## config.mk

```make
export PLATFORM = sky130hd
export DESIGN_NAME = cloud_scheduler
export DESIGN_NICKNAME = d
export VERILOG_FILES = /design/src/rtl/cloud_scheduler.sv
export SDC_FILE = /design/constraint.sdc
export NUM_CORES = 1
export LEC_CHECK = 0
export CAP_MARGIN = 20
export CORE_MARGIN = 5
export CORE_UTILIZATION = 40
export CTS_BUF_LIST = sky130_fd_sc_hd__clkbuf_16
export DETAILED_ROUTE_END_ITERATION = 8
export PLACE_DENSITY = 0.6
export RECOVER_POWER = 100
export SYNTH_ARGS = -nofsm -noshare
export SYNTH_HDL_FRONTEND = slang
export SYNTH_SLANG_ARGS = --single-unit
```

## constraint.sdc

```tcl
create_clock -name clk -period 8.6 [get_ports clk]
set_input_delay 2.58 -clock clk [delete_from_list [all_inputs] [get_ports clk]]
set_output_delay 2.58 -clock clk [all_outputs]
set_load 0.02 [all_outputs]
```

## src/rtl/cloud_scheduler.sv

```systemverilog
// Background cloud scheduler: three horizontally scrolling cloud slots with
// LFSR-jittered spawn height and spawn interval, gated by a run/freeze FSM.
module cloud_scheduler #(
  parameter int          SCREEN_W  = 640,
  parameter int          CLOUD_W   = 80,
  parameter int          HVEL      = 2,
  parameter int          V_BASE    = 40,
  parameter int          SPAWN_MIN = 60,
  parameter logic [5:0]  RAND_MASK = 6'h3F,
  parameter logic [15:0] LFSR_SEED = 16'hACE1
) (
  input  logic        clk,
  input  logic        rst,
  input  logic        frame_tick,
  input  logic        start,
  input  logic        game_over,
  output logic [29:0] cloud_h,
  output logic [29:0] cloud_v,
  output logic [2:0]  cloud_active,
  output logic [1:0]  state
);

  typedef enum logic [1:0] {
    IDLE   = 2'd0,
    RUN    = 2'd1,
    FROZEN = 2'd2
  } state_t;

  localparam logic [9:0] SPAWN_H     = 10'(SCREEN_W + CLOUD_W);
  localparam logic [9:0] HVEL_W      = 10'(HVEL);
  localparam logic [9:0] V_BASE_W    = 10'(V_BASE);
  localparam logic [7:0] SPAWN_MIN_W = 8'(SPAWN_MIN);

  state_t      state_q, state_d;
  logic [7:0]  timer_q, timer_d;
  logic [15:0] lfsr_q, lfsr_d;
  logic [29:0] h_d, v_d;
  logic [2:0]  act_d;
  logic        do_clear, do_tick;
  logic [2:0]  free, spawn_sel;
  logic [5:0]  jitter;
  logic        feedback;

  // NOTE: sequential state uses non-blocking assignments so every register
  // samples pre-edge values, independent of process ordering.
  always_ff @(posedge clk or posedge rst) begin
    if (rst) state_q <= IDLE;
    else     state_q <= state_d;
  end

  always_comb begin
    state_d = state_q;
    if (start)                             state_d = RUN;
    else if (game_over && state_q == RUN)  state_d = FROZEN;
  end

  // A freeze request wins over a frame tick arriving in the same cycle.
  always_comb begin
    do_clear = start;
    do_tick  = frame_tick && !start && !game_over && (state_q == RUN);
  end

  assign free      = ~cloud_active;
  assign spawn_sel = free & ~(free - 3'd1);
  assign jitter    = lfsr_q[5:0] & RAND_MASK;
  assign feedback  = lfsr_q[15] ^ lfsr_q[13] ^ lfsr_q[12] ^ lfsr_q[10];

  // NOTE: every variable gets a default before any branch, so no path can
  // leave one unassigned and infer a latch.
  always_comb begin
    h_d     = cloud_h;
    v_d     = cloud_v;
    act_d   = cloud_active;
    timer_d = timer_q;
    lfsr_d  = lfsr_q;
    if (do_clear) begin
      h_d     = '0;
      v_d     = '0;
      act_d   = '0;
      timer_d = 8'd1;
    end else if (do_tick) begin
      for (int i = 0; i < 3; i++) begin
        if (cloud_active[i]) begin
          if (cloud_h[10*i +: 10] <= HVEL_W) begin
            act_d[i]        = 1'b0;
            h_d[10*i +: 10] = '0;
          end else begin
            h_d[10*i +: 10] = cloud_h[10*i +: 10] - HVEL_W;
          end
        end
      end
      // Free slots are judged before retirement, so a retiring slot waits a tick.
      if (timer_q > 8'd1) begin
        timer_d = timer_q - 8'd1;
      end else if (|free) begin
        for (int i = 0; i < 3; i++) begin
          if (spawn_sel[i]) begin
            act_d[i]        = 1'b1;
            h_d[10*i +: 10] = SPAWN_H;
            v_d[10*i +: 10] = V_BASE_W + {4'b0, jitter};
          end
        end
        timer_d = SPAWN_MIN_W + {2'b0, jitter};
      end else begin
        timer_d = 8'd1;
      end
      lfsr_d = {lfsr_q[14:0], feedback};
    end
  end

  always_ff @(posedge clk or posedge rst) begin
    if (rst) begin
      cloud_h      <= '0;
      cloud_v      <= '0;
      cloud_active <= '0;
      timer_q      <= '0;
      lfsr_q       <= LFSR_SEED;
    end else begin
      cloud_h      <= h_d;
      cloud_v      <= v_d;
      cloud_active <= act_d;
      timer_q      <= timer_d;
      lfsr_q       <= lfsr_d;
    end
  end

  assign state = state_q;

endmodule

```

* Word-level counts from Yosys, hierarchy flattened
Index checks and enable logic that the tools add are counted.
** Storage, ports and cells
- Bits in registers :: 89
- Bits in latches :: 0
- Bits in writable memories :: 0
- Bits in read-only memories :: 0
- Output and inout port bits :: 65
- Memories :: 0
** Cells by class
- Add/subtract/negate cells :: 7
- Multipliers :: 0
- Divide/modulo/power cells :: 0
- $lt $le $gt $ge :: 4
- Eq/ne operators :: 2
- Shift operators :: 0
- Mux-type cells :: 39
- Bitwise operators :: 7
- Reductions and logical operators :: 17
** Operator list (count)
- $mux 30 :: 8
- $mux 10 :: 12
- $le 10x2->1 const B :: 3
- $sub 10x2->10 const B :: 3
- $mux 8 :: 3
- $add 6x6->7 const A :: 2
- $mux 3 :: 4
- $reduce_and 4->1 :: 3
- $reduce_bool 2->1 :: 6
- $mux 1 :: 9
- $gt 8x1->1 const B :: 1
- $sub 8x1->8 const B :: 1
- $mux 7 :: 1
- $not 3->3 :: 2
- $logic_and 1x1->1 :: 4
- $mux 2 :: 2
- $and 3x3->3 :: 1
- $reduce_or 3->1 :: 1
- $sub 3x1->3 const B :: 1
- $xor 1x1->1 :: 3
- $eq 2x1->1 const B :: 1
- $logic_not 1->1 :: 2
- $ne 2x2->1 const B :: 1
- $reduce_and 2->1 :: 1
- $not 1->1 :: 1

* Longest topological paths before layout
- Depth after elaboration :: 9
- Gate-level depth with buffers :: 9
- Mapped depth without buffers :: 7

* Worst setup path before layout
No wires, ideal clock.
- Path type :: input to register
- Start :: in start
- End :: reg cloud_v[6]
- Setup time :: 0.074 ns
- Arrival :: 3.960 ns
- Setup slack :: 4.566 ns
- Stages :: 7
- Path buffers :: 2
- Path through :: clkbuf_1 clkinv_1 nand2_1 or4_4 buf_6 or2_0 a21oi_2
** On the way
- Cells in the longest elaborated chain, start to end :: 6
- Elaborated cells between the ends (all ways) :: 10
- Those cells by class :: eq/ne: 1; mux: 1; reduce/logical: 8
** RTL lines
- start: declaration :: RTL line 15 : input logic start,
- $logic_not 1->1 :: RTL line 60 : do_tick = frame_tick && !start && !game_over && (state_q == RUN);
- $logic_and 1x1->1 (3 in series) :: RTL line 60
- $reduce_bool 2->1 (no line)
- $reduce_and 4->1 (no line)
- end signal: assignment :: RTL line 120 : cloud_v <= v_d;
- end: declaration :: RTL line 18 : output logic [29:0] cloud_v,
Several ways; a longest one is shown, not always the timed one.
A chain may end at the register's enable or synchronous reset.

* Worst setup path in the final report
- Start :: in game_over
- End :: reg cloud_v[16]
** On the way
- Cells in the longest elaborated chain, start to end :: 5
** RTL lines
- start: declaration :: RTL line 16 : input logic game_over,
- $logic_not 1->1 :: RTL line 60
- $logic_and 1x1->1 (2 in series) :: RTL line 60
- $reduce_bool 2->1 (no line)
- $reduce_and 4->1 (no line)
No other way between the ends.

==> flow_metrics.py <==
metrics = {
    "job": {
        "cap_viol_max_count": 1,
    },
    "clock_tree": {
        "root_buf_cell": "sky130_fd_sc_hd__clkbuf_16",
        "clk-insertion-delay-late_ns": 0.34,
        "post_cts_resized": 0,
        "cts.reportedPaths.clkPinSlew_ns": 0.06,
        "cts-buffers-inserted": 9,
        "ctsLongestPathBuffers": 2,
        "hold_buffers": 0,
        "cts_max_level": 3,
        "cts_setup_buffers": 0,
        "clock_sinks": 80,
        "cts_tree": "done",
    },
    "global_route": {
        "globalRoute.totalOverflow": 0,
        "grt_usage_pct": 17.5,
        "grt_max_degree": 81,
        "number_of_antenna_violations_at_the_first_check_in_global_routing": 0,
        "wire_length_of_the_first_global_routing_pass_mm": 18.2,
        "vias_in_the_first_global_route": 3582,
    },
    "sta": {
        "final-setup-viol-count": 0,
        "finalClockSkew_ns": 0.00793,
        "hold_violations": 0,
        "timing.slew.headroom_pct": -56.1,
        "slew_of_the_pin_with_the_lowest_slew_margin_ns": 2.34,
        "fmax_mhz": 174,
        "final.setup.worst_slack_ns": 2.86,
        "share_of_the_clock_period_used_by_the_worst_path_pct": 66.8,
        "totalNegativeSetupSlack_ns": 0,
        "min_period_ns": 5.74,
        "rsz_0062_raised_after_global_routing": "no",
        "slew_viols_final": 43,
    },
    "worst_setup_path": {
        "worstPathArrival_ns": 5.99,
        "r2r_end": "cloud_v[16]",
        "worstReg2RegStart": "state[1]",
        "critPathBufInv": 1,
        "crit_path_start_kind": "input pin",
        "worst_ep_required_time_ns": 8.84,
        "slowest_delay_ns": 1.23,
        "critPathMaxFanout": 25,
        "timing_worst_setup_path_type": "in -> reg",
        "reg2regPathDepth": 5,
        "critical-path-top-delay-family": "simple AND/OR/NAND/NOR gates",
        "cp-end-kind": "register",
        "critical_path.cell_chain": "dlygate4sd3_1, and4bb_1, nand2_1, nor3_1, nor2_1, a211oi_1",
        "critical_path.slowest_cell": "sky130_fd_sc_hd__nor3_1",
        "r2r_slack_ns": 5.31,
    },
    "route": {
        "drt_pre_antenna_iters": 4,
        "detailroute.via_count": 3601,
        "drt_drc_violations_left": 0,
        "drt-vias-per-instance": 5.37,
        "drt-total-wl_mm": 10.8,
        "wl_per_cell_um": 16.1,
        "drt_iter0_drc": 163,
        "antenna_left": 0,
    },
    "power_and_ir_drop": {
        "power_leakage_uw": 0.00252,
        "pwr_density_cell_nw_per_um2": 189,
        "vdd_ir_drop_max_v": 0.000118,
        "power_uw": 981,
    },
    "synth": {
        "ys_warn_count": 0,
        "synth.lib_cells_used.distinct": 62,
        "post_synth_instance_area_sq_um": 4220,
        "seq_area_frac_synth_pct": 47.6,
        "synthArstFlopShare_pct": 100,
        "ys_ff_latch": 80,
        "synthesis.area_per_instance_sq_um": 8.86,
        "synth-main-ff-cell": "sky130_fd_sc_hd__dfrtp_1",
        "edff_count_synth": 0,
        "mapped_cells": 477,
    },
    "placement": {
        "dp.final_hpwl_mm": 7.34,
        "preCtsSetupSlack_ns": 3.19,
        "io_buffer_count": 60,
        "dpl.cell_count": 654,
        "place.gp.congestion": 0.843,
    },
    "layout": {
        "antenna_cells": 0,
        "num-nets-final": 544,
        "flow.area_growth_from_synthesis_pct": 23.1,
        "layout.cells.non_filler": 671,
        "drive_above_1_share_pct": 6.17,
    },
    "min_path": {
        "timing.hold.worst.start": "lfsr_q[7]",
        "timing.hold.worst.class": "reg -> reg",
        "whs_path_depth": 2,
        "worstHoldEndpoint": "lfsr_q[7]",
    },
    "die": {
        "pin_count": 70,
        "fp.dieH_um": 113,
        "placementRows": 37,
        "die_x_um": 113,
        "die-area_sq_um": 12700,
        "start_util_pct": 40.9,
        "core_region_area_sq_um": 10300,
    },
    "run_status": {
        "failing_checks": "capacitance limit, slew limit",
        "run_status": "finished with violations",
    },
}
==> cells in the mapped netlist, drive strengths merged (9+ instances only) <==
cell type	count	area share (%)
a21oi	29	3.5
buf	13	2.3
clkbuf	18	1.6
dfrtp	72	43
ha	9	2.7
inv	15	1.3
mux2i	14	3.3
nand2	89	7.9
nand3	12	1.4
nor2	44	3.9
nor3	19	2.4
o21ai	37	4.4
==> where the power goes <==
part           internal (uW)  switching [uW]
Combinational           52.8            98.8
Sequential               402            23.5
Clock                    252             152
Total                    707             274
==> placed cells by master (no fill, tap or decap), types with 12 or more instances in the layout <==
master,count
sky130_fd_sc_hd__nand3_1,12
sky130_fd_sc_hd__nor3_1,19
sky130_fd_sc_hd__nand2_1,89
sky130_fd_sc_hd__o21ai_0,37
sky130_fd_sc_hd__mux2i_1,14
sky130_fd_sc_hd__a21oi_1,29
sky130_fd_sc_hd__nor2_1,44
sky130_fd_sc_hd__dfrtp_1,72
sky130_fd_sc_hd__dlygate4sd3_1,59
sky130_fd_sc_hd__inv_1,16
==> routing by layer <==
layer,part of all wire [%],vias to the layer above,track usage (%)
met5,0,-,0
met4,0.61,0,4.81
met3,6.4,7,4.44
met2,48,107,28.2
met1,45,1740,23.4
li1,-,1747,-
==> sequential cells by signal (all words and copies together), names as in the netlist <==
| name | count |
|---|---|
| cloud_active | 3 |
| cloud_h | 30 |
| cloud_v | 21 |
| lfsr_q | 16 |
| state | 2 |
| timer_q | 8 |
==> cells by family (layout without fill, tap and decap cells) <==
family,Yosys count,count (layout),share of synthesized area (%)
buffers and inverters,47,97,5.33
AO/OA/AOI/OAI,100,100,14.2
flip-flops,80,80,47.6
XOR/XNOR,7,7,1.45
other,1,9,0.0888
multiplexers,15,15,3.58
AND/OR/NAND/NOR,218,218,25.0
adder cells (fa/ha/maj),9,9,2.67
==> how the worst max path moves through the flow <==
stage / from / end / slack, ns / cells after the start
after CTS: game_over / cloud_v[6] / 3.52 / 6
final: game_over / cloud_v[16] / 2.86 / 6
after detailed placement: game_over / cloud_v[6] / 3.19 / 6
after global placement: game_over / cloud_v[6] / 3.25 / 6
after global routing: game_over / cloud_v[16] / 2.58 / 6
after floorplan: rst / cloud_active[0] / 3.98 / 1
==> worst register-to-register path, cell delays in order, from the launching register on <==
cell and delay [ns]:
sky130_fd_sc_hd__dfrtp_1 0.40, sky130_fd_sc_hd__and4bb_1 0.61, sky130_fd_sc_hd__nand2_1 0.64, sky130_fd_sc_hd__nor3_1 1.23, sky130_fd_sc_hd__nor2_1 0.08, sky130_fd_sc_hd__a211oi_1 0.25
==> final cells by class <==
| type | instances | area, sq um |
|---|---|---|
| Clock buffer | 9 | 225 |
| Clock inverter | 7 | 88.8 |
| Fill cell | 992 | 5120 |
| Inverter | 16 | 60.1 |
| Multi-Input combinational cell | 358 | 2000 |
| Sequential cell | 80 | 2010 |
| Tap cell | 136 | 170 |
| Timing Repair Buffer | 65 | 639 |
==> stage by stage <==
stage | area [sq um] | util, % | hold slack [ns]
detailed placement | 4890 | 47.4 | 0.449
CTS | 5200 | 50.4 | 0.459
global route | 5200 | 50.4 | 0.481
floorplan | 4250 | - | 0.435
global placement | 4890 | 47.4 | 0.441
finish | 5200 | 50.4 | 0.457
(Power assumes the default switching activity.)
